### src/rtl/wshb_arbiter_if.sv
// Wishbone B4 bus bundle shared by the two internal masters and the SDRAM slave port.
// Interface name is wshb_if so it drops in for the existing wshb_if instances in Top.
interface wshb_if #(
    parameter int DATA_BYTES = 4,
    parameter int ADDR_WIDTH = 32
);
    logic                    cyc;
    logic                    stb;
    logic                    we;
    logic [ADDR_WIDTH-1:0]   adr;
    logic [8*DATA_BYTES-1:0] dat_ms;
    logic [DATA_BYTES-1:0]   sel;
    logic [2:0]              cti;
    logic [1:0]              bte;
    logic                    ack;
    logic                    err;
    logic                    rty;
    logic [8*DATA_BYTES-1:0] dat_sm;

    modport master (
        output cyc, stb, we, adr, dat_ms, sel, cti, bte,
        input  ack, err, rty, dat_sm
    );

    modport slave (
        input  cyc, stb, we, adr, dat_ms, sel, cti, bte,
        output ack, err, rty, dat_sm
    );
endinterface

### src/rtl/wshb_arbiter.sv
// Two-master Wishbone arbiter in front of the SDRAM slave; grant is held for a whole cyc.
// Define WSHB_ARB_RR_EN for round-robin tie-break; default is fixed priority to master 0.
//
// state | meaning
// IDLE  | no owner, slave sees an idle bus, arbitration happens here
// GNT0  | master 0 (video reader) owns the slave until it drops cyc
// GNT1  | master 1 (writer) owns the slave until it drops cyc
module wshb_arbiter #(
    parameter int DATA_BYTES = 4,
    parameter int ADDR_WIDTH = 32
) (
    input  logic       sys_clk,
    input  logic       sys_rst,
    wshb_if.slave      wshb_ifs0,
    wshb_if.slave      wshb_ifs1,
    wshb_if.master     wshb_ifm,
    output logic [1:0] gnt
);

    localparam logic [1:0] IDLE = 2'd0;
    localparam logic [1:0] GNT0 = 2'd1;
    localparam logic [1:0] GNT1 = 2'd2;

    logic [1:0] state_q, state_d;
    logic       last_q, last_d;
    logic       tie_pick1;

    logic                    fwd_cyc, fwd_stb, fwd_we;
    logic [ADDR_WIDTH-1:0]   fwd_adr;
    logic [8*DATA_BYTES-1:0] fwd_dat;
    logic [DATA_BYTES-1:0]   fwd_sel;
    logic [2:0]              fwd_cti;
    logic [1:0]              fwd_bte;

    logic route0, route1;

`ifdef WSHB_ARB_RR_EN
    // last == 1 means master 1 was served most recently, so master 0 wins the tie.
    assign tie_pick1 = ~last_q;
`else
    assign tie_pick1 = 1'b0;
`endif

    always_comb begin
        state_d = state_q;
        unique case (state_q)
            IDLE: begin
                if (wshb_ifs0.cyc && wshb_ifs1.cyc) begin
                    state_d = tie_pick1 ? GNT1 : GNT0;
                end else if (wshb_ifs0.cyc) begin
                    state_d = GNT0;
                end else if (wshb_ifs1.cyc) begin
                    state_d = GNT1;
                end
            end
            GNT0: begin
                if (!wshb_ifs0.cyc) state_d = IDLE;
            end
            GNT1: begin
                if (!wshb_ifs1.cyc) state_d = IDLE;
            end
            default: state_d = IDLE;
        endcase
    end

    always_comb begin
        last_d = last_q;
        if (state_q == IDLE && state_d == GNT0) last_d = 1'b0;
        if (state_q == IDLE && state_d == GNT1) last_d = 1'b1;
    end

    always_ff @(posedge sys_clk or posedge sys_rst) begin
        if (sys_rst) begin
            state_q <= IDLE;
            last_q  <= 1'b1;
        end else begin
            state_q <= state_d;
            last_q  <= last_d;
        end
    end

    // Forward path is driven straight from the state register so a reset clears it at once.
    always_comb begin
        fwd_cyc = 1'b0;
        fwd_stb = 1'b0;
        fwd_we  = 1'b0;
        fwd_adr = '0;
        fwd_dat = '0;
        fwd_sel = '0;
        fwd_cti = '0;
        fwd_bte = '0;
        unique case (state_q)
            GNT0: begin
                fwd_cyc = wshb_ifs0.cyc;
                fwd_stb = wshb_ifs0.stb;
                fwd_we  = wshb_ifs0.we;
                fwd_adr = wshb_ifs0.adr;
                fwd_dat = wshb_ifs0.dat_ms;
                fwd_sel = wshb_ifs0.sel;
                fwd_cti = wshb_ifs0.cti;
                fwd_bte = wshb_ifs0.bte;
            end
            GNT1: begin
                fwd_cyc = wshb_ifs1.cyc;
                fwd_stb = wshb_ifs1.stb;
                fwd_we  = wshb_ifs1.we;
                fwd_adr = wshb_ifs1.adr;
                fwd_dat = wshb_ifs1.dat_ms;
                fwd_sel = wshb_ifs1.sel;
                fwd_cti = wshb_ifs1.cti;
                fwd_bte = wshb_ifs1.bte;
            end
            default: ;
        endcase
    end

    assign wshb_ifm.cyc    = fwd_cyc;
    assign wshb_ifm.stb    = fwd_stb;
    assign wshb_ifm.we     = fwd_we;
    assign wshb_ifm.adr    = fwd_adr;
    assign wshb_ifm.dat_ms = fwd_dat;
    assign wshb_ifm.sel    = fwd_sel;
    assign wshb_ifm.cti    = fwd_cti;
    assign wshb_ifm.bte    = fwd_bte;

    // A response arriving while the owner has cyc low is a slave error and is dropped.
    assign route0 = (state_q == GNT0) && wshb_ifs0.cyc;
    assign route1 = (state_q == GNT1) && wshb_ifs1.cyc;

    assign wshb_ifs0.ack    = route0 & wshb_ifm.ack;
    assign wshb_ifs0.err    = route0 & wshb_ifm.err;
    assign wshb_ifs0.rty    = route0 & wshb_ifm.rty;
    assign wshb_ifs0.dat_sm = wshb_ifm.dat_sm;

    assign wshb_ifs1.ack    = route1 & wshb_ifm.ack;
    assign wshb_ifs1.err    = route1 & wshb_ifm.err;
    assign wshb_ifs1.rty    = route1 & wshb_ifm.rty;
    assign wshb_ifs1.dat_sm = wshb_ifm.dat_sm;

    assign gnt = {state_q == GNT1, state_q == GNT0};

endmodule

### src/flat_wrapper.sv
// flat-port wrapper written by rule: the top's interface ports become plain ports
module wshb_arbiter_flat 
#(
    parameter int DATA_BYTES = 4,
    parameter int ADDR_WIDTH = 32
)
  (sys_clk, sys_rst, gnt, wshb_ifs0_cyc, wshb_ifs0_stb, wshb_ifs0_we, wshb_ifs0_adr, wshb_ifs0_dat_ms, wshb_ifs0_sel, wshb_ifs0_cti, wshb_ifs0_bte, wshb_ifs0_ack, wshb_ifs0_err, wshb_ifs0_rty, wshb_ifs0_dat_sm, wshb_ifs1_cyc, wshb_ifs1_stb, wshb_ifs1_we, wshb_ifs1_adr, wshb_ifs1_dat_ms, wshb_ifs1_sel, wshb_ifs1_cti, wshb_ifs1_bte, wshb_ifs1_ack, wshb_ifs1_err, wshb_ifs1_rty, wshb_ifs1_dat_sm, wshb_ifm_cyc, wshb_ifm_stb, wshb_ifm_we, wshb_ifm_adr, wshb_ifm_dat_ms, wshb_ifm_sel, wshb_ifm_cti, wshb_ifm_bte, wshb_ifm_ack, wshb_ifm_err, wshb_ifm_rty, wshb_ifm_dat_sm);
  wshb_if #(.DATA_BYTES(DATA_BYTES), .ADDR_WIDTH(ADDR_WIDTH)) wshb_ifs0_i ();
  wshb_if #(.DATA_BYTES(DATA_BYTES), .ADDR_WIDTH(ADDR_WIDTH)) wshb_ifs1_i ();
  wshb_if #(.DATA_BYTES(DATA_BYTES), .ADDR_WIDTH(ADDR_WIDTH)) wshb_ifm_i ();
  input  logic sys_clk;
  input  logic sys_rst;
  output logic [1:0] gnt;
  input wire logic [$bits(wshb_ifs0_i.cyc)-1:0] wshb_ifs0_cyc;
  input wire logic [$bits(wshb_ifs0_i.stb)-1:0] wshb_ifs0_stb;
  input wire logic [$bits(wshb_ifs0_i.we)-1:0] wshb_ifs0_we;
  input wire logic [$bits(wshb_ifs0_i.adr)-1:0] wshb_ifs0_adr;
  input wire logic [$bits(wshb_ifs0_i.dat_ms)-1:0] wshb_ifs0_dat_ms;
  input wire logic [$bits(wshb_ifs0_i.sel)-1:0] wshb_ifs0_sel;
  input wire logic [$bits(wshb_ifs0_i.cti)-1:0] wshb_ifs0_cti;
  input wire logic [$bits(wshb_ifs0_i.bte)-1:0] wshb_ifs0_bte;
  output wire logic [$bits(wshb_ifs0_i.ack)-1:0] wshb_ifs0_ack;
  output wire logic [$bits(wshb_ifs0_i.err)-1:0] wshb_ifs0_err;
  output wire logic [$bits(wshb_ifs0_i.rty)-1:0] wshb_ifs0_rty;
  output wire logic [$bits(wshb_ifs0_i.dat_sm)-1:0] wshb_ifs0_dat_sm;
  input wire logic [$bits(wshb_ifs1_i.cyc)-1:0] wshb_ifs1_cyc;
  input wire logic [$bits(wshb_ifs1_i.stb)-1:0] wshb_ifs1_stb;
  input wire logic [$bits(wshb_ifs1_i.we)-1:0] wshb_ifs1_we;
  input wire logic [$bits(wshb_ifs1_i.adr)-1:0] wshb_ifs1_adr;
  input wire logic [$bits(wshb_ifs1_i.dat_ms)-1:0] wshb_ifs1_dat_ms;
  input wire logic [$bits(wshb_ifs1_i.sel)-1:0] wshb_ifs1_sel;
  input wire logic [$bits(wshb_ifs1_i.cti)-1:0] wshb_ifs1_cti;
  input wire logic [$bits(wshb_ifs1_i.bte)-1:0] wshb_ifs1_bte;
  output wire logic [$bits(wshb_ifs1_i.ack)-1:0] wshb_ifs1_ack;
  output wire logic [$bits(wshb_ifs1_i.err)-1:0] wshb_ifs1_err;
  output wire logic [$bits(wshb_ifs1_i.rty)-1:0] wshb_ifs1_rty;
  output wire logic [$bits(wshb_ifs1_i.dat_sm)-1:0] wshb_ifs1_dat_sm;
  output wire logic [$bits(wshb_ifm_i.cyc)-1:0] wshb_ifm_cyc;
  output wire logic [$bits(wshb_ifm_i.stb)-1:0] wshb_ifm_stb;
  output wire logic [$bits(wshb_ifm_i.we)-1:0] wshb_ifm_we;
  output wire logic [$bits(wshb_ifm_i.adr)-1:0] wshb_ifm_adr;
  output wire logic [$bits(wshb_ifm_i.dat_ms)-1:0] wshb_ifm_dat_ms;
  output wire logic [$bits(wshb_ifm_i.sel)-1:0] wshb_ifm_sel;
  output wire logic [$bits(wshb_ifm_i.cti)-1:0] wshb_ifm_cti;
  output wire logic [$bits(wshb_ifm_i.bte)-1:0] wshb_ifm_bte;
  input wire logic [$bits(wshb_ifm_i.ack)-1:0] wshb_ifm_ack;
  input wire logic [$bits(wshb_ifm_i.err)-1:0] wshb_ifm_err;
  input wire logic [$bits(wshb_ifm_i.rty)-1:0] wshb_ifm_rty;
  input wire logic [$bits(wshb_ifm_i.dat_sm)-1:0] wshb_ifm_dat_sm;
  assign wshb_ifs0_i.cyc = wshb_ifs0_cyc;
  assign wshb_ifs0_i.stb = wshb_ifs0_stb;
  assign wshb_ifs0_i.we = wshb_ifs0_we;
  assign wshb_ifs0_i.adr = wshb_ifs0_adr;
  assign wshb_ifs0_i.dat_ms = wshb_ifs0_dat_ms;
  assign wshb_ifs0_i.sel = wshb_ifs0_sel;
  assign wshb_ifs0_i.cti = wshb_ifs0_cti;
  assign wshb_ifs0_i.bte = wshb_ifs0_bte;
  assign wshb_ifs0_ack = wshb_ifs0_i.ack;
  assign wshb_ifs0_err = wshb_ifs0_i.err;
  assign wshb_ifs0_rty = wshb_ifs0_i.rty;
  assign wshb_ifs0_dat_sm = wshb_ifs0_i.dat_sm;
  assign wshb_ifs1_i.cyc = wshb_ifs1_cyc;
  assign wshb_ifs1_i.stb = wshb_ifs1_stb;
  assign wshb_ifs1_i.we = wshb_ifs1_we;
  assign wshb_ifs1_i.adr = wshb_ifs1_adr;
  assign wshb_ifs1_i.dat_ms = wshb_ifs1_dat_ms;
  assign wshb_ifs1_i.sel = wshb_ifs1_sel;
  assign wshb_ifs1_i.cti = wshb_ifs1_cti;
  assign wshb_ifs1_i.bte = wshb_ifs1_bte;
  assign wshb_ifs1_ack = wshb_ifs1_i.ack;
  assign wshb_ifs1_err = wshb_ifs1_i.err;
  assign wshb_ifs1_rty = wshb_ifs1_i.rty;
  assign wshb_ifs1_dat_sm = wshb_ifs1_i.dat_sm;
  assign wshb_ifm_cyc = wshb_ifm_i.cyc;
  assign wshb_ifm_stb = wshb_ifm_i.stb;
  assign wshb_ifm_we = wshb_ifm_i.we;
  assign wshb_ifm_adr = wshb_ifm_i.adr;
  assign wshb_ifm_dat_ms = wshb_ifm_i.dat_ms;
  assign wshb_ifm_sel = wshb_ifm_i.sel;
  assign wshb_ifm_cti = wshb_ifm_i.cti;
  assign wshb_ifm_bte = wshb_ifm_i.bte;
  assign wshb_ifm_i.ack = wshb_ifm_ack;
  assign wshb_ifm_i.err = wshb_ifm_err;
  assign wshb_ifm_i.rty = wshb_ifm_rty;
  assign wshb_ifm_i.dat_sm = wshb_ifm_dat_sm;
  wshb_arbiter #(.DATA_BYTES(DATA_BYTES), .ADDR_WIDTH(ADDR_WIDTH)) u_core (.sys_clk(sys_clk), .sys_rst(sys_rst), .wshb_ifs0(wshb_ifs0_i), .wshb_ifs1(wshb_ifs1_i), .wshb_ifm(wshb_ifm_i), .gnt(gnt));
endmodule
### config.mk
export PLATFORM = sky130hd
export DESIGN_NAME = wshb_arbiter_flat
export DESIGN_NICKNAME = d
export VERILOG_FILES = /design/src/rtl/wshb_arbiter_if.sv /design/src/rtl/wshb_arbiter.sv /design/src/flat_wrapper.sv
export SDC_FILE = /design/constraint.sdc
export NUM_CORES = 1
export LEC_CHECK = 0
export BUFFER_PORTS_ARGS = -buffer_cell sky130_fd_sc_hd__buf_2
export CORE_AREA = 2 2 130 132
export DETAILED_ROUTE_END_ITERATION = 7
export DIE_AREA = 0 0 132 134
export PLACE_DENSITY_LB_ADDON = 0.08
export SLEW_MARGIN = 10
export SYNTH_ARGS = -nofsm -noshare
export SYNTH_HDL_FRONTEND = slang
export SYNTH_SLANG_ARGS = --single-unit
export TNS_END_PERCENT = 100
### constraint.sdc
create_clock -name sys_clk -period 1.8 [get_ports sys_clk]
set_input_delay 0.36 -clock sys_clk [delete_from_list [all_inputs] [get_ports sys_clk]]
set_output_delay 0.36 -clock sys_clk [all_outputs]
set_load 0.02 [all_outputs]
---- Yosys cells after proc, flatten, opt, wreduce, memory -nomap -nowiden ----
Cells that the tools add are included.
cells by class
  shift-type cells ........................ 0
  add/subtract/negate cells ............... 0
  magnitude comparators ................... 0
  bitwise logic cells ..................... 6
  reductions and logical operators ........ 5
  div/mod/pow operators ................... 0
  multipliers ............................. 0
  equal/unequal tests ..................... 5
  multiplexer cells ....................... 14
operator list
  cell                                                                   number
  32-bit one-hot mux with 2 select lines                                 2
  2-bit 2-to-1 mux                                                       5
  4-bit one-hot mux with 2 select lines                                  1
  1-bit bitwise AND                                                      6
  1-bit one-hot mux with 2 select lines                                  3
  2-bit one-hot mux with 3 select lines                                  1
  3-bit one-hot mux with 2 select lines                                  1
  2-bit != test, second input constant                                   2
  4-bit by 3-bit != test with 1-bit output, second input constant        1
  2-bit one-hot mux with 2 select lines                                  1
  1-bit logical AND                                                      3
  3-bit AND reduction                                                    1
  2-bit by 1-bit equality test with 1-bit output, second input constant  1
  2-bit equality test, second input constant                             1
  2-bit logical NOT                                                      1
word-level totals
  bits in read-only memories .............. 0
  RAM bits ................................ 0
  output and inout port bits .............. 148
  memories kept ........................... 0
  flip-flop bits (word level) ............. 2
  input bits .............................. 189
  word-level logic and storage cells ...... 31
  bits in latches ......................... 0

---- Logic depth before layout (Yosys ltp) ----
Gate-level depths: netlist of run 1.
  depth in word-level cells ............... 4
  gate-level depth with buffers ........... 8
  depth with buffers taken out ............ 5

---- Least setup slack after synthesis of run 1 ----
Ideal clock, no wire load.
  path type ............................... register to output
  start ................................... register u_core.state_q[0]
  end ..................................... output port wshb_ifm_dat_ms[22]
  stages on the path, launching flop included .. 8
  arrival time ............................ 1.574 ns
  buffers on the path ..................... 3
  data required time ...................... 1.440 ns
  path slack .............................. -0.134 ns
  cell sequence ........................... dfrtp_1 -> inv_1 -> ha_1 -> buf_6 -> buf_6 -> buf_6 -> a22oi_1 -> nor2b_1
between the ends
  word-level cells in the longest chain between the ends .. 2
  elaborated cells on any way between the ends .. 3
  those cells by class .................... eq/ne (2); mux (1)
RTL lines
  item                                    RTL line            text
  start, declared                         wshb_arbiter.sv:24  logic [1:0] state_q, state_d;
  start signal, assigned                  wshb_arbiter.sv:77  state_q <= state_d;
  2-bit equality test                     n/a
  via gnt[1]                              flat_wrapper.sv:13  output logic [1:0] gnt;
  32-bit one-hot mux with 2 select lines  wshb_arbiter.sv:92  unique case (state_q)
  end, declared                           flat_wrapper.sv:42  output wire logic [$bits(wshb_ifm_i.dat_ms)-1:0] wshb_ifm_dat_ms;
The timed path passes the listed nets, and every way through them passes these cells.

---- Worst setup path after layout of run 1 ----
  start ................................... register u_core.state_q[0]
  end ..................................... output port wshb_ifm_dat_ms[13]
between the ends
  word-level cells in the longest chain between the ends .. 2
  elaborated cells on any way between the ends .. 3
  those cells by class .................... eq/ne (2); mux (1)
RTL lines
  item                                                                                   RTL line
  2-bit equality test or 2-bit by 1-bit equality test with 1-bit output (tied branches)  wshb_arbiter.sv:92
  32-bit one-hot mux with 2 select lines *                                               wshb_arbiter.sv:92
Mark *: on every way between the ends. The rest lies on a longest branch, timed or not.

==> impl_metrics.yaml, run 1 <==
status:
  status: "finished with violations"
  violations: "negative setup slack"
floorplan:
  ios: 337
  row_count: 47
  dieArea_sq_um: 17700
  fp.coreArea_sq_um: 16300
  start_util_pct: 11.5
  die_x_um: 132
  die_y_um: 134
routing:
  routedWlPerCell_um: 17.9
  dr_total_vias: 2752
  routed_via_density: 4.00
  drt-initial-drc-count: 44
  ant_nets: 0
  drcViolationCount: 0
  routed_wl_um: 12300
  first_pass_iters: 4
worst_setup_path:
  reg2reg_from: "u_core.state_q[1]"
  slowest_delay_ps: 370
  worst_r2r_endpoint: "u_core.state_q[0]"
  required_ps: 1440
  path_cells: "buf_4, ha_4, buf_12, clkbuf_16, a22oi_2, nor2b_2, buf_6"
  crit_fanout: 8
  crit_path_start_kind: "flop"
  crit_arrival_ps: 1660
  end_kind: "output port"
  rrSetupSlack_ps: 120
  rr_worst_depth: 7
  cp_slowest_cell: "dfrtp_1"
  crit_type: "flop to output port"
final_layout:
  largest_reg_flops: 2
  drive_above_1_share_pct: 94.7
  regMostFlops: "u_core.state_q"
  largestRegisters: "u_core.state_q (2)"
  fin_nets: 664
  fin_util_pct: 27.5
  syn2layout_area_growth_pct: 139
  n_antenna_cell: 0
hold_path:
  min_from: "wshb_ifs0_cyc"
  whs_endpoint: "u_core.state_q[1]"
  holdPathStages: 2
  hp-class: "input pin to flop"
timing:
  final_hold_viol_count: 0
  tightest_slew_ps: 254
  fin_hold_ws_ps: 410
  fin_crit_ps: 2020
  setup_ws_ps: -218
  fin_skew_ps: 0.0385
  slew_viol_final: 0
  rsz0062_at_grt: "yes"
  min_period_over_period_pct: 112
  fmax_mhz: 496
  slew-limit-headroom_pct: 83.1
  setup_viol: 79
cts:
  cts_made_buffers: 3
  cts_htree_levels: 1
  cts_tree: "yes"
  clkSinkCount: 2
  clock_latency_ps: 220
  clk_path_buf_depth: 2
  clk_pin_slew_ps: 30
  cts-root-buf: "clkbuf_16"
power:
  total_power_uw: 7880
  pwr-share-seq_pct: 1.2
  p_sw_share_pct: 45.6
  p_leak_uw: 0.00195
  internal_power_uw: 4280
  power.net_switching_uw: 3590
  power_frac_clock_pct: 4.2
  irDropWorstVdd_v: 0.000663
  p_per_area_nw_per_um2: 1760
  power_frac_comb_pct: 94.6
synth:
  ys_types: 20
  ys_warn_count: 0
  yosys.cell_count.top_type: "nor2b_1"
  syn_area_per_cell_sq_um: 7.06
  synth_commonest_cells: "nor2b_1 (76), a22oi_1 (75), buf_4 (64)"
  yosys.area.top_type: "a22oi_1"
  synth_edf_count: 0
  synth-main-ff-cell: "dfrtp_1"
  synth_nets: 460
  synth-seq-cells: 2
  synth_area_leaders: "a22oi_1 (30%), buf_4 (26%), nor2b_1 (25%), ha_1 (3.3%), buf_2 (3.2%)"
  synth_area_sq_um: 1880
  syn-instance-count: 266
  async_reset_ff_share_pct: 100
  yosysTopAreaCellShare_pct: 30.0
  seq_area_frac_synth_pct: 2.66
placement:
  routabilityCongestion: 0.737
  dp_hpwl_um: 7230
  place_ws_ps: -43.8
  port_buffers: 240
global_route:
  antenna_found_initial: 0
  grt_pass1_vias: 2541
  grt_pass1_wl_um: 13900
  grt_use_total_pct: 9.87
  grt_max_degree: 43
  grt-ovfl-total: 0
job:
  max_cap_violations: 0
-- cell families (layout without fill, tap and decap cells) --
family | Yosys count | in the layout | synth area share, %
buffers and inverters | 94 | 296 | 33.6
DFF | 2 | 2 | 2.66
and+or+nand+nor | 84 | 84 | 27.8
adders and majority gates | 5 | 5 | 3.33
AOI/OAI and AO/OA | 81 | 81 | 32.5
-- critical path, delay by kind of cell, from the launching register on --
family,cells,cell delay (ps)
AO/OA/AOI/OAI,1,220
adder cells (fa/ha/maj),1,180
buffers and inverters,4,600
flip-flops,1,370
AND/OR/NAND/NOR,1,70
-- cell usage in the layout, fill, tap and decap left out, types with 2 or more instances in the layout --
master / count
buf_6: 32
nor2b_2: 68
inv_1: 2
buf_2: 159
a22oi_1: 5
and3_1: 2
buf_4: 71
ha_4: 3
inv_2: 2
buf_12: 12
a22oi_2: 70
buf_16: 3
and3_4: 4
nor2b_1: 7
clkbuf_16: 13
-- power by group through the flow --
stage               Sequential, uW  Combinational [uW]  Clock [uW]
floorplan                     87.5                3350           0
global placement              79.1                4670           0
detailed placement            81.1                4630           0
CTS                           87.2                5520         336
global route                  95.0                7910         346
finish                        92.9                7450         332
-- repair_timing --
item / 4_1_cts / 5_1_grt
endpoints found under the setup margin: 82 / 82
buffers inserted: 1 / 15
gates resized for setup: 85 / 119
endpoints found under the hold margin: 2 / 0
hold buffers: 1 / 0
cloned: 3 / 17
pin swaps: 0 / 33
-- layout make-up --
| cell class | count | area, sq um |
|---|---|---|
| fill | 1776 | 11800 |
| timing repair buffer | 288 | 2270 |
| multi-input combinational | 170 | 1790 |
| tap | 220 | 275 |
| clock buffer | 3 | 75.1 |
| sequential | 2 | 51.3 |
| inverter | 5 | 21.3 |
-- through the flow --
step / cells / area [sq um] / setup TNS (ps)
after CTS: 656 / 3490 / -11460
after detailed placement: 648 / 3060 / -83.1
after floorplan: 266 / 2050 / 0
after global placement: 648 / 3060 / -93.2
final: 688 / 4480 / -11320
after global routing: 688 / 4480 / -15660
-- how the worst max path moves through the flow --
stage	startpoint	endpoint	slack (ps)	cells past startpoint
3_5_place_dp	u_core.state_q[0]	wshb_ifm_dat_ms[12]	-40	6
4_1_cts	u_core.state_q[0]	wshb_ifm_dat_ms[18]	-190	6
3_3_place_gp	u_core.state_q[0]	wshb_ifm_dat_ms[12]	-40	6
5_1_grt	u_core.state_q[0]	wshb_ifm_dat_ms[13]	-250	7
6_report	u_core.state_q[0]	wshb_ifm_dat_ms[13]	-220	7
2_1_floorplan	u_core.state_q[0]	wshb_ifm_dat_ms[22]	10	7
-- per-layer routing --
metal,wire length [um],global-route usage [%],vias up
met2,6800,20.4,193
met4,210,1.45,0
li1,-,-,1290
met5,0,0,-
met1,4400,10.0,1257
met3,869,2.42,12
Power figures use the tool's default switching activity.
==> inputs of run 2 (changes only) <==
Settings changed: SKIP_CTS_REPAIR_TIMING from default to 1.
==> run 2 against run 1 <==
Against the previous run:
- setup slack better by 19 ps
- core utilization shrank 0.89 points
- register-to-register slack lost 90 ps
- highest routed layer unchanged
- non-clock buffer count fell by 1
- the flow still finishes with violations (negative setup slack)
- count of clock-buffer cells in the layout unchanged
==> impl_metrics.yaml, run 2 (synthesis results as in run 1) <==
worst_setup_path:
  crit_type: "flop to output port"
  required_ps: 1440
  reg2reg_from: "u_core.state_q[1]"
  crit_path_start_kind: "flop"
  end_kind: "output port"
  crit_fanout: 8
  crit_arrival_ps: 1640
  critPathLaunch: "u_core.state_q[0]"
floorplan:
  dieArea_sq_um: 17700
  ios: 337
  row_count: 47
  die_y_um: 134
  fp.coreArea_sq_um: 16300
  die_x_um: 132
  start_util_pct: 11.5
final_layout:
  fin_util_pct: 26.6
  final_common_cell: "buf_2"
  design_area_sq_um: 4340
  final_cells: 687
  n_antenna_cell: 0
  drive_above_1_share_pct: 91.9
  fin_nets: 663
  largest_reg_flops: 2
  regMostFlops: "u_core.state_q"
  largestRegisters: "u_core.state_q (2)"
  syn2layout_area_growth_pct: 131
  fillers: 1803
  final_cell_mix: "buf_2 (180), nor2b_2 (68), a22oi_2 (58), buf_4 (51), buf_6 (30)"
global_route:
  grt_use_total_pct: 9.01
  grt_pass1_wl_um: 12800
  antenna_found_initial: 0
  grt-ovfl-total: 0
  grt_pass1_vias: 2447
  grt_max_degree: 56
timing:
  setup_ws_ps: -198
  setup_viol: 79
  fmax_mhz: 500
  slew_viol_final: 0
  tightest_slew_ps: 244
  slew-limit-headroom_pct: 83.7
  fin_skew_ps: 0.0652
  final_hold_viol_count: 0
  fin_crit_ps: 2000
  rsz0062_at_grt: "yes"
  min_period_over_period_pct: 111
placement:
  port_buffers: 240
  routabilityCongestion: 0.737
  placed_cell_area_sq_um: 3060
  place_ws_ps: -43.8
  dp_hpwl_um: 7230
  place_inst: 648
cts:
  clkSinkCount: 2
  cts-root-buf: "clkbuf_16"
  cts_htree_levels: 1
  clk_pin_slew_ps: 30
  clk_path_buf_depth: 2
  cts_tree: "yes"
  clock_latency_ps: 220
  cts_made_buffers: 3
routing:
  ant_nets: 0
  drcViolationCount: 0
  routed_via_density: 4.03
  routedWlPerCell_um: 17.9
  routed_wl_um: 12300
  first_pass_iters: 4
  dr_total_vias: 2771
  drt-initial-drc-count: 62
status:
  status: "finished with violations"
  violations: "negative setup slack"
power:
  p_per_area_nw_per_um2: 1740
  power_frac_clock_pct: 4.4
  p_sw_share_pct: 46.5
  pwr-share-seq_pct: 1.3
  power_frac_comb_pct: 94.3
  irDropWorstVdd_v: 0.000545
  internal_power_uw: 4030
  p_leak_uw: 0.00194
  power.net_switching_uw: 3500
hold_path:
  min_from: "wshb_ifs0_cyc"
  hp-class: "input pin to flop"
job:
  max_cap_violations: 0
run 2: cell types whose count changed in the layout (fill, tap and decap cells not counted), sizes merged:
cell    previous run  this run
buf              277       274
clkbuf            13        15
run 2: layout make-up:
| type | instances | area (sq um) | share of cell area [%] |
|---|---|---|---|
| clock buffers | 3 | 75.1 | 1.73 |
| flip-flops and latches | 2 | 51.3 | 1.18 |
| repair buffers | 287 | 2180 | 50.3 |
| inverters | 5 | 21.3 | 0.490 |
| well taps | 220 | 275 | 6.35 |
| multi-input cells | 170 | 1730 | 39.9 |
run 2: per-stage QoR:
step	TNS, ps	power [uW]	hold WS, ps
after floorplan	0	3440	101
after global placement	-93.2	4750	218
after detailed placement	-83.1	4710	215
after CTS	-15120	5070	-13.3
after global routing	-16560	8000	428
final	-11860	7530	410
run 2: metal layers:
metal  up-vias  GRT usage (%)  wire (um)
met3        10           2.34        919
met2       201           19.2       6930
met1      1277           8.60       4250
met5         -              0          0
met4         0           1.45        182
li1       1283              -          -
run 2: power groups by stage:
stage	clock [uW]	sequential [uW]	combinational, uW
floorplan	0	87.5	3350
global placement	0	79.1	4670
detailed placement	0	81.1	4630
CTS	336	80.6	4650
global route	346	98.2	7550
finish	332	95.3	7110
run 2: final timing paths:
check                                 endpoint  slack, ps  cells past startpoint
setup / recovery           wshb_ifm_dat_ms[11]       -200                      7
hold / removal               u_core.state_q[1]        410                      2
setup reg to reg             u_core.state_q[0]         30                      8
hold reg to reg              u_core.state_q[1]        710                      3
max in group asynchronous    u_core.state_q[1]       1130                      3
min in group asynchronous    u_core.state_q[0]        550                      3
run 2: worst max-delay path: stages, from the launching register on:
cell	delay, ps
dfrtp_1	380
buf_6	140
ha_4	180
buf_12	130
clkbuf_16	160
a22oi_1	210
nor2b_2	60
buf_2	160
